[config.mk]
export PLATFORM = sky130hd
export DESIGN_NAME = bcd_seq_ctrl
export DESIGN_NICKNAME = d
export VERILOG_FILES = /design/src/rtl/bcd_seq_ctrl.sv
export SDC_FILE = /design/constraint.sdc
export NUM_CORES = 1
export LEC_CHECK = 0
export ABC_AREA = 1
export CORE_AREA = 2 2 75 94
export DETAILED_ROUTE_END_ITERATION = 8
export DIE_AREA = 0 0 77 96
export PLACE_DENSITY = 0.64
export SLEW_MARGIN = 20
export SYNTH_ARGS = -nofsm -noshare
export SYNTH_HDL_FRONTEND = slang
export SYNTH_SLANG_ARGS = --single-unit
[constraint.sdc]
create_clock -name clk -period 2.5 [get_ports clk]
set_input_delay 0.375 -clock clk [delete_from_list [all_inputs] [get_ports clk]]
set_output_delay 0.375 -clock clk [all_outputs]
set_load 0.05 [all_outputs]
[src/rtl/bcd_seq_ctrl.sv]
// bcd_seq_ctrl: sequential 12-bit binary to 4-digit BCD converter.
// A value is accepted in IDLE, converted by twelve double-dabble steps
// (one per clock) in CONV, and offered with a valid/ready handshake in DONE.
// The digit outputs keep the last result until the next conversion completes.
module bcd_seq_ctrl (
    input  logic        clk,
    input  logic        rst_n,
    input  logic        in_valid,
    output logic        in_ready,
    input  logic [11:0] bin,
    output logic        out_valid,
    input  logic        out_ready,
    output logic [3:0]  bcd0,
    output logic [3:0]  bcd1,
    output logic [3:0]  bcd2,
    output logic [3:0]  bcd3,
    output logic        busy
);

    typedef enum logic [1:0] {
        ST_IDLE = 2'd0,
        ST_CONV = 2'd1,
        ST_DONE = 2'd2
    } state_t;

    state_t      state_r;
    state_t      state_nxt_s;

    logic [27:0] work_r;
    logic [3:0]  cnt_r;
    logic [27:0] step_s;
    logic        last_step_s;

    logic        in_ready_s;
    logic        out_valid_s;
    logic        busy_s;
    logic        in_ready_r;
    logic        out_valid_r;
    logic        busy_r;

    logic [3:0]  bcd0_r;
    logic [3:0]  bcd1_r;
    logic [3:0]  bcd2_r;
    logic [3:0]  bcd3_r;

    // Add 3 to a digit that is 5 or more; the sum wraps within 4 bits.
    function automatic logic [3:0] adj_digit(input logic [3:0] d);
        logic [3:0] r;
        if (d >= 4'd5) begin
            r = d + 4'd3;
        end else begin
            r = d;
        end
        return r;
    endfunction

    // One double-dabble step: adjust all four digit fields from their
    // pre-add values, then shift the whole register left by one bit.
    function automatic logic [27:0] dd_step(input logic [27:0] w);
        logic [27:0] a;
        a = {adj_digit(w[27:24]), adj_digit(w[23:20]),
             adj_digit(w[19:16]), adj_digit(w[15:12]), w[11:0]};
        return {a[26:0], 1'b0};
    endfunction

    assign step_s      = dd_step(work_r);
    assign last_step_s = (cnt_r == 4'd11);

    // State register.
    always_ff @(posedge clk or negedge rst_n) begin
        if (!rst_n) begin
            state_r <= ST_IDLE;
        end else begin
            state_r <= state_nxt_s;
        end
    end

    // Next-state logic: accept in IDLE, count steps in CONV, handshake in DONE.
    always_comb begin
        state_nxt_s = state_r;
        case (state_r)
            ST_IDLE: begin
                if (in_valid) begin
                    state_nxt_s = ST_CONV;
                end else begin
                    state_nxt_s = ST_IDLE;
                end
            end
            ST_CONV: begin
                if (last_step_s) begin
                    state_nxt_s = ST_DONE;
                end else begin
                    state_nxt_s = ST_CONV;
                end
            end
            ST_DONE: begin
                if (out_ready) begin
                    state_nxt_s = ST_IDLE;
                end else begin
                    state_nxt_s = ST_DONE;
                end
            end
            default: begin
                state_nxt_s = ST_IDLE;
            end
        endcase
    end

    // Output decode from the upcoming state so the flags can be registered
    // and still line up with the state they describe.
    always_comb begin
        in_ready_s  = 1'b0;
        out_valid_s = 1'b0;
        busy_s      = 1'b1;
        case (state_nxt_s)
            ST_IDLE: begin
                in_ready_s  = 1'b1;
                out_valid_s = 1'b0;
                busy_s      = 1'b0;
            end
            ST_CONV: begin
                in_ready_s  = 1'b0;
                out_valid_s = 1'b0;
                busy_s      = 1'b1;
            end
            ST_DONE: begin
                in_ready_s  = 1'b0;
                out_valid_s = 1'b1;
                busy_s      = 1'b1;
            end
            default: begin
                in_ready_s  = 1'b0;
                out_valid_s = 1'b0;
                busy_s      = 1'b1;
            end
        endcase
    end

    // Registered handshake and status flags.
    always_ff @(posedge clk or negedge rst_n) begin
        if (!rst_n) begin
            in_ready_r  <= 1'b1;
            out_valid_r <= 1'b0;
            busy_r      <= 1'b0;
        end else begin
            in_ready_r  <= in_ready_s;
            out_valid_r <= out_valid_s;
            busy_r      <= busy_s;
        end
    end

    // Conversion datapath: load on accept, step in CONV, capture digits on the last step.
    always_ff @(posedge clk or negedge rst_n) begin
        if (!rst_n) begin
            work_r <= 28'd0;
            cnt_r  <= 4'd0;
            bcd0_r <= 4'd0;
            bcd1_r <= 4'd0;
            bcd2_r <= 4'd0;
            bcd3_r <= 4'd0;
        end else begin
            case (state_r)
                ST_IDLE: begin
                    if (in_valid) begin
                        work_r <= {16'd0, bin};
                        cnt_r  <= 4'd0;
                    end else begin
                        work_r <= work_r;
                        cnt_r  <= cnt_r;
                    end
                end
                ST_CONV: begin
                    work_r <= step_s;
                    cnt_r  <= cnt_r + 4'd1;
                    if (last_step_s) begin
                        bcd0_r <= step_s[15:12];
                        bcd1_r <= step_s[19:16];
                        bcd2_r <= step_s[23:20];
                        bcd3_r <= step_s[27:24];
                    end else begin
                        bcd0_r <= bcd0_r;
                        bcd1_r <= bcd1_r;
                        bcd2_r <= bcd2_r;
                        bcd3_r <= bcd3_r;
                    end
                end
                default: begin
                    work_r <= work_r;
                    cnt_r  <= cnt_r;
                end
            endcase
        end
    end

    assign in_ready  = in_ready_r;
    assign out_valid = out_valid_r;
    assign busy      = busy_r;
    assign bcd0      = bcd0_r;
    assign bcd1      = bcd1_r;
    assign bcd2      = bcd2_r;
    assign bcd3      = bcd3_r;

endmodule

==> run metrics, run 1 <==
DR top layer met4; detailed-route via count 2,028; I/O Buffers 34; layout cells sized above 1 ~6.5%; Routed wire per std cell between 10 and 15 µm; Tcrit/Tclk final 79.7%; Hold WS 156 ps; metal2 WL around 2.5 mm; most frequent cells in the layout 124 x nand2_1, 52 x dfrtp_1, 44 x nand3_1; Critical Path, Cell by Cell clkdlybuf4s50_1; DIE WIDTH 77 µm; FMAX 502 MHz; DR WL met3 165 µm; Max clock buf depth 2; first-pass GRT wire length approximately 8.8 mm; CP Class reg2out; CTS buffer count 5; Routed met1 length 2.14 mm; max cap viols 0; Final Util about 46%; final net count 362; CTS tree built; post-synthesis cell type count 22; gr ovfl total 0; hpwl dp 3.44 mm; Syn. warnings 0; initial antenna violation count 0; CP Data Required Time 2120 ps; area of the multi-input gates 1030 µm²; GP Congestion 0.792; largest net degree at the start of global routing 39; Hold-fix buffers, CTS 0; ANT nets after route 0; height of the die 96 µm; Post-CTS Resized 0; starting DRC count in detailed routing 78; total power 4.20 mW; clk_lat worst skew 310 ps; Seq/Total Area, Yosys 52.4%; Residual DRC 0; initial core utilization 38.8%; vias in the first global route 2,015; Setup crit end kind primary output; CP Max Fanout 1; Synthesized Nets ~330; Fin Setup TNS 0 ps; CTS root buffer clkbuf_8; register area 1330 µm²; fin crit period 1990 ps; CP bufs+invs 1; Avg Inst Size Synth 8.38 µm²; crit-path leading delay family buffers and inverters; core footprint 6520 µm²; Cells after Synth 302; Worst path max stage delay 790 ps; outcome complete, no violations; Slew @ Worst Pin 828 ps; commonest non-fill, non-tap cell in the layout nand2_1; Syn Std Cell Area 2530 µm²; area delta synth->final 19.1%; power density over the cells 1390 nW/µm²; # Post-CTS Setup Buffers 0; design area ~3000 µm²; Placed Area 2920 µm²; # H-tree levels 2; Critical Path Start Type register; Final Hold Fails 0; cell row count 33; drt pass-1 iters 4; Detailed Route WL 4.89 mm; clk slew on worst S/H paths 90 ps; # diodes 0; Hold Crit Class in2async; num ports 35; die area about 7400 µm²; final setup vio count 0; via density per instance ~4.8; # fillers 683; Pins Over Slew Limit 0; Critical-path top delay cell clkdlybuf4s50_1; Synth Register Bits 53; CTS sink count 53; Arrival @ worst endpoint 1620 ps; Clock Skew 5.02 ps; leak pwr 1.52 nW; RSZ-0062 raised after global routing false; slew margin rel. 44.8%; GRT Util Overall 14.8%; Max rail drop VDD between 0.4 and 0.5 mV
==> cell type report <==
class	count	share of cell area (%)
flip-flops and latches	53	44.0
multi-input cells	214	34.2
repair buffers	36	11.6
well taps	87	3.61
inverters	27	3.44
clock buffers	7	2.86
clock inverters	1	0.249
==> kinds of logic (layout without fill, tap and decap cells) <==
group                      after synthesis  in the layout  share of synthesized area, %
adders and majority gates                9              9                          4.45
AOI/OAI and AO/OA                       19             19                          4.35
and+or+nand+nor                        186            186                          31.9
buffers and inverters                   35             71                          6.82
DFF                                     53             53                          52.4
==> Yosys cell counts, drive strengths merged <==
library cell / count / area share (%)
inv: 27 / 4.1
ha: 9 / 4.4
o22ai: 4 / 0.99
nand3b: 1 / 0.30
nand2: 126 / 19
dfstp: 1 / 1.0
a21oi: 1 / 0.20
o21ai: 13 / 2.9
buf: 8 / 2.7
nand3: 45 / 9.1
dfrtp: 52 / 51
nor2: 5 / 1.0
nand4: 9 / 2.2
a21boi: 1 / 0.30
==> registers in the layout (all words and copies together), names as in the netlist <==
name,cells
bcd3,4
in_ready,1
out_valid,1
bcd1,4
bcd0,4
bcd2,4
cnt_r,4
work_r,28
state_r,2
busy,1
==> report_power, final <==
part	internal, mW	leakage, nW	switching [mW]
sequential	1.26	0.662	0.256
clock	0.226	0.0445	0.279
combinational	0.725	0.813	1.46
==> per-stage QoR <==
| step | std cells | worst slack (ps) |
|---|---|---|
| 6_report | 425 | 508 |
| 2_1_floorplan | 302 | 1270 |
| 3_5_place_dp | 417 | 838 |
| 5_1_grt | 425 | 470 |
| 4_1_cts | 425 | 495 |
| 3_3_place_gp | 417 | 844 |
==> routing by layer <==
| metal | global-route usage [%] | vias to the layer above |
|---|---|---|
| met5 | 0 | - |
| li1 | - | 1037 |
| met1 | 17.4 | 944 |
| met4 | 5.65 | 0 |
| met3 | 3.00 | 7 |
| met2 | 26.8 | 40 |
==> final timing paths <==
path                          start         end  slack [ps]  cells past startpoint
min in group clk            bcd1[2]     bcd1[2]         490                      2
min                           rst_n   work_r[0]         160                      1
min reg2reg                 bcd1[2]     bcd1[2]         490                      2
max                        in_ready    in_ready         510                      1
max reg2reg                cnt_r[0]     bcd1[3]         870                      6
max in group asynchronous     rst_n  work_r[24]        1690                      2
Power figures use the tool's default switching activity.
==> inputs of run 2 (changes only) <==
PLACE_DENSITY = 0.66   (was 0.64)
clock period = 1.82 ns   (was 2.5 ns; I/O delays follow)
==> run metrics, run 2 (synthesized netlist as in run 1, its figures left out) <==
outcome complete, no violations; RSZ-0062 raised after global routing false; max reg flops 28; CTS root buffer clkbuf_8; CP Class reg2out; Residual DRC 0; Largest Register work_r; Critical Path, Cell by Cell clkdlybuf4s50_1; I/O Buffers 34; Tcrit/Tclk final 95.8%; clk_lat worst skew approximately 300 ps; Hold Crit Class in2async; Routed wire per std cell 11.6 µm; Pins Over Slew Limit 0; initial core utilization 38.8%; DIE WIDTH 77 µm; FMAX 574 MHz; fin crit period 1740 ps; num ports 35; Arrival @ worst endpoint around 1500 ps; final net count 364; Critical path origin bcd2[1]; CTS tree built; FF-to-FF End bcd0[0]; slew margin rel. 66.4%; power density over the cells 1910 nW/µm²; Slew @ Worst Pin 502 ps; die area approximately 7400 µm²; GRT Util Overall 14.6%; Fin Setup TNS 0 ps; commonest non-fill, non-tap cell in the layout nand2_1; Max clock buf depth 2; clk slew on worst S/H paths 90 ps; cell row count 33; hpwl dp 3.57 mm; final setup vio count 0; Setup crit end kind primary output; max cap viols 0; starting DRC count in detailed routing slightly above 100; ANT nets after route 0; Place WS 149 ps; initial antenna violation count 0; CP Depth 1; Final WS setup 77.0 ps; CTS sink count 53; Final Hold Fails 0; detailed-route via count 2,059; core footprint 6520 µm²; Clock Skew 3.70 ps; gr ovfl total 0; leak pwr 1.56 nW; crit-path leading delay family buffers and inverters; layout cells sized above 1 8.26%; # Post-CTS Setup Buffers 0; most frequent cells in the layout 124 x nand2_1, 52 x dfrtp_1, 44 x nand3_1; Worst path max stage delay approximately 800 ps; CP Data Required Time 1550 ps; area delta synth->final 19.5%; Detailed Route WL 4.93 mm; GP Congestion 0.827; setup slack, reg-to-reg 180 ps; Final Util 46.4%; design area 3030 µm²; CP Max Fanout 2; vias in the first global route 2,013; # diodes 0; drt pass-1 iters 4; Critical Path Start Type register; Placed Area ~2900 µm²; crit path capture bcd2[1]; via density per instance 4.83; total power between 5 and 6 mW; Critical-path top delay cell clkdlybuf4s50_1; # H-tree levels 2; first-pass GRT wire length 8.69 mm; height of the die 96 µm; CP bufs+invs 1; origin of the critical flop-to-flop path cnt_r[0]; Max rail drop VDD ~0.66 mV; CTS buffer count 5; FF-to-FF path depth 6; largest net degree at the start of global routing 37
==> run 2: cell types whose count changed in the layout (fill, tap and decap cells not counted) <==
cell,previous run,this run
clkdlybuf4s50_1,33,26
buf_4,2,8
buf_12,0,1
clkinvlp_4,1,0
dlygate4sd3_1,0,1
dlymetal6s2s_1,0,1
==> run 2: worst min path at each step <==
| stage | startpoint | to | slack [ps] | cells past startpoint |
|---|---|---|---|---|
| floorplan | rst_n | bcd0[0] | -20 | 0 |
| global placement | rst_n | work_r[0] | 240 | 1 |
| detailed placement | rst_n | work_r[1] | 240 | 1 |
| CTS | rst_n | work_r[1] | 440 | 2 |
| global route | rst_n | work_r[0] | 460 | 2 |
| finish | rst_n | work_r[1] | 430 | 2 |
==> run 2: power breakdown <==
| group | leakage [nW] | switching [mW] | internal [mW] |
|---|---|---|---|
| logic | 0.849 | 2.01 | 1.00 |
| clock network | 0.0443 | 0.349 | 0.302 |
| registers | 0.662 | 0.368 | 1.73 |
| total | 1.56 | 2.73 | 3.03 |
==> run 2: repair_timing <==
item / 4_1_cts / 5_1_grt
endpoints found under the hold margin: 16 / 0
gates resized for setup: 0 / 1
hold buffers: 1 / 0
setup endpoints to repair: 0 / 1
==> run 2: layout make-up <==
cell class | instances | area (µm²)
repair buffers | 38 | 368
well taps | 87 | 109
clock buffers | 7 | 86.3
flip-flops and latches | 53 | 1330
multi-input cells | 214 | 1030
inverters | 27 | 104
fillers | 676 | 3500
==> run 2: stage by stage <==
stage	hold slack (ps)	cells
after CTS	438	426
after detailed placement	235	418
after global routing	459	426
final	431	426
after floorplan	-22.6	302
after global placement	236	418
==> run 2: metal layers <==
layer | vias up | wire length (µm) | GRT usage, %
li1 | 1047 | - | -
met1 | 956 | 2290 | 18.0
met2 | 46 | 2370 | 26.2
met3 | 10 | 176 | 2.63
met4 | 0 | 89 | 4.91
met5 | - | 0 | 0
==> inputs of run 3 (changes only) <==
SETUP_SLACK_MARGIN = 0.1   (was unset)
==> run metrics, run 3 (synthesized netlist as in run 1, its figures left out) <==
slew margin rel. around 66%; CP Data Required Time approximately 2000 ps; Placed Area 2930 µm²; Max rail drop VDD 0.647 mV; area delta synth->final 20.6%; largest net degree at the start of global routing 37; RSZ-0062 raised after global routing false; via density per instance 4.83; max cap viols 0; max reg flops 28; num ports 35; CTS buffer count 5; I/O Buffers 34; hpwl dp 3.57 mm; cell row count 33; Residual DRC 0; Critical Path, Cell by Cell ha_1 -> nand3_1 -> nor2_4 -> inv_2 -> nand2_1 -> o21ai_0; final net count 369; Fin Setup TNS 0 ps; Setup crit end kind register; Int Power 2.98 mW; Hold Crit Class in2async; final setup vio count 0; setup slack, reg-to-reg approximately 300 ps; Arrival @ worst endpoint 1680 ps; combinational share of power a little over half; Worst path max stage delay ~420 ps; clk slew on worst S/H paths 90 ps; # diodes 0; most frequent cells in the layout 124 x nand2_1, 52 x dfrtp_1, 44 x nand3_1; height of the die 96 µm; Final WS setup 302 ps; layout cells sized above 1 under 10%; clk_lat worst skew 300 ps; CTS root buffer clkbuf_8; clock power share 11.4%; GRT Util Overall between 10% and 20%; Detailed Route WL 4.94 mm; Slew @ Worst Pin 505 ps; Pins Over Slew Limit 0; P_sw 2.73 mW; Switching Fraction 47.8%; CTS sink count 53; power density over the cells 1870 nW/µm²; CTS tree built; first-pass GRT wire length approximately 8.7 mm; CP Class reg2reg; CP Max Fanout 22; # fillers 678; drt pass-1 iters 4; Clock Skew 3.60 ps; leak pwr 1.63 nW; gr ovfl total 0; Max clock buf depth 2; CP bufs+invs 1; Place WS 149 ps; Reg power frac 36.6%; Critical Path Start Type register; Final Util between 40% and 50%; FMAX 659 MHz; Routed wire per std cell 11.5 µm; design area between 3000 and 4000 µm²; Largest Register work_r; vias in the first global route between 2k and 2.5k; die area 7390 µm²; fin crit period 1520 ps; starting DRC count in detailed routing 103; Critical-path top delay cell dfrtp_1; Tcrit/Tclk final 83.4%; detailed-route via count 2,081; initial core utilization roughly two fifths; outcome complete, no violations; ANT nets after route 0; crit-path leading delay family simple AND/OR/NAND/NOR gates; initial antenna violation count 0; core footprint 6520 µm²; commonest non-fill, non-tap cell in the layout nand2_1; GP Congestion between 0.8 and 0.9; Final Hold Fails 0; # H-tree levels 2; DIE WIDTH approximately 77 µm
[run 3: changes by cell type in the layout (fill, tap and decap cells not counted)]
cell             delta
clkdlybuf4s50_1    -12
buf_4               +5
dlygate4sd2_1      +11
dlymetal6s2s_1      +1
[run 3: area by class of cell]
class / instances / area [µm²] / area share (%)
flip-flops and latches: 53 / 1330 / 43.5
multi-input cells: 214 / 1030 / 33.8
repair buffers: 43 / 394 / 12.9
well taps: 87 / 109 / 3.57
inverters: 27 / 104 / 3.40
clock buffers: 7 / 86.3 / 2.83
[run 3: stage by stage]
| stage | power, mW | hold WS [ps] | cells |
|---|---|---|---|
| floorplan | 4.38 | -22.6 | 302 |
| global placement | 5.09 | 236 | 418 |
| detailed placement | 5.18 | 235 | 418 |
| CTS | 5.78 | 438 | 426 |
| global route | 6.27 | 459 | 431 |
| finish | 5.71 | 431 | 431 |
[run 3: repair_timing]
action	in CTS	in global routing
cloned	0	0
endpoints found under the hold margin	16	0
setup buffers	0	5
setup endpoints to repair	11	18
resized for setup	11	2
hold buffers	1	0
pin swaps	0	1
[run 3: final timing paths]
kind	from	end	cells past startpoint
min	rst_n	work_r[1]	2
min in group clk	bcd2[2]	bcd2[2]	2
max	cnt_r[0]	bcd1[3]	6
min reg2reg	bcd2[2]	bcd2[2]	2
max reg2reg	cnt_r[0]	bcd1[3]	6
max in group asynchronous	rst_n	bcd3[2]	3
[run 3: worst register-to-register path, stage by stage (launching register included)]
cell and delay (ps):
dfrtp_1 420, ha_1 190, nand3_1 150, nor2_4 240, inv_2 220, nand2_1 100
o21ai_0 80
[run 3: layer usage]
layer	GRT usage, %	part of all wire, %	up-vias
li1	-	-	1055
met5	0	0	-
met4	4.91	1.9	0
met3	2.63	3.1	10
met1	17.9	46	971
met2	26.3	49	45
[run 3: power by group through the flow]
stage / Sequential (mW) / Combinational [mW] / Clock, mW
floorplan: 2.65 / 1.72 / 0
global placement: 2.10 / 2.99 / 0
detailed placement: 2.11 / 3.06 / 0
CTS: 2.09 / 2.99 / 0.692
global route: 2.16 / 3.38 / 0.720
finish: 2.09 / 2.97 / 0.652
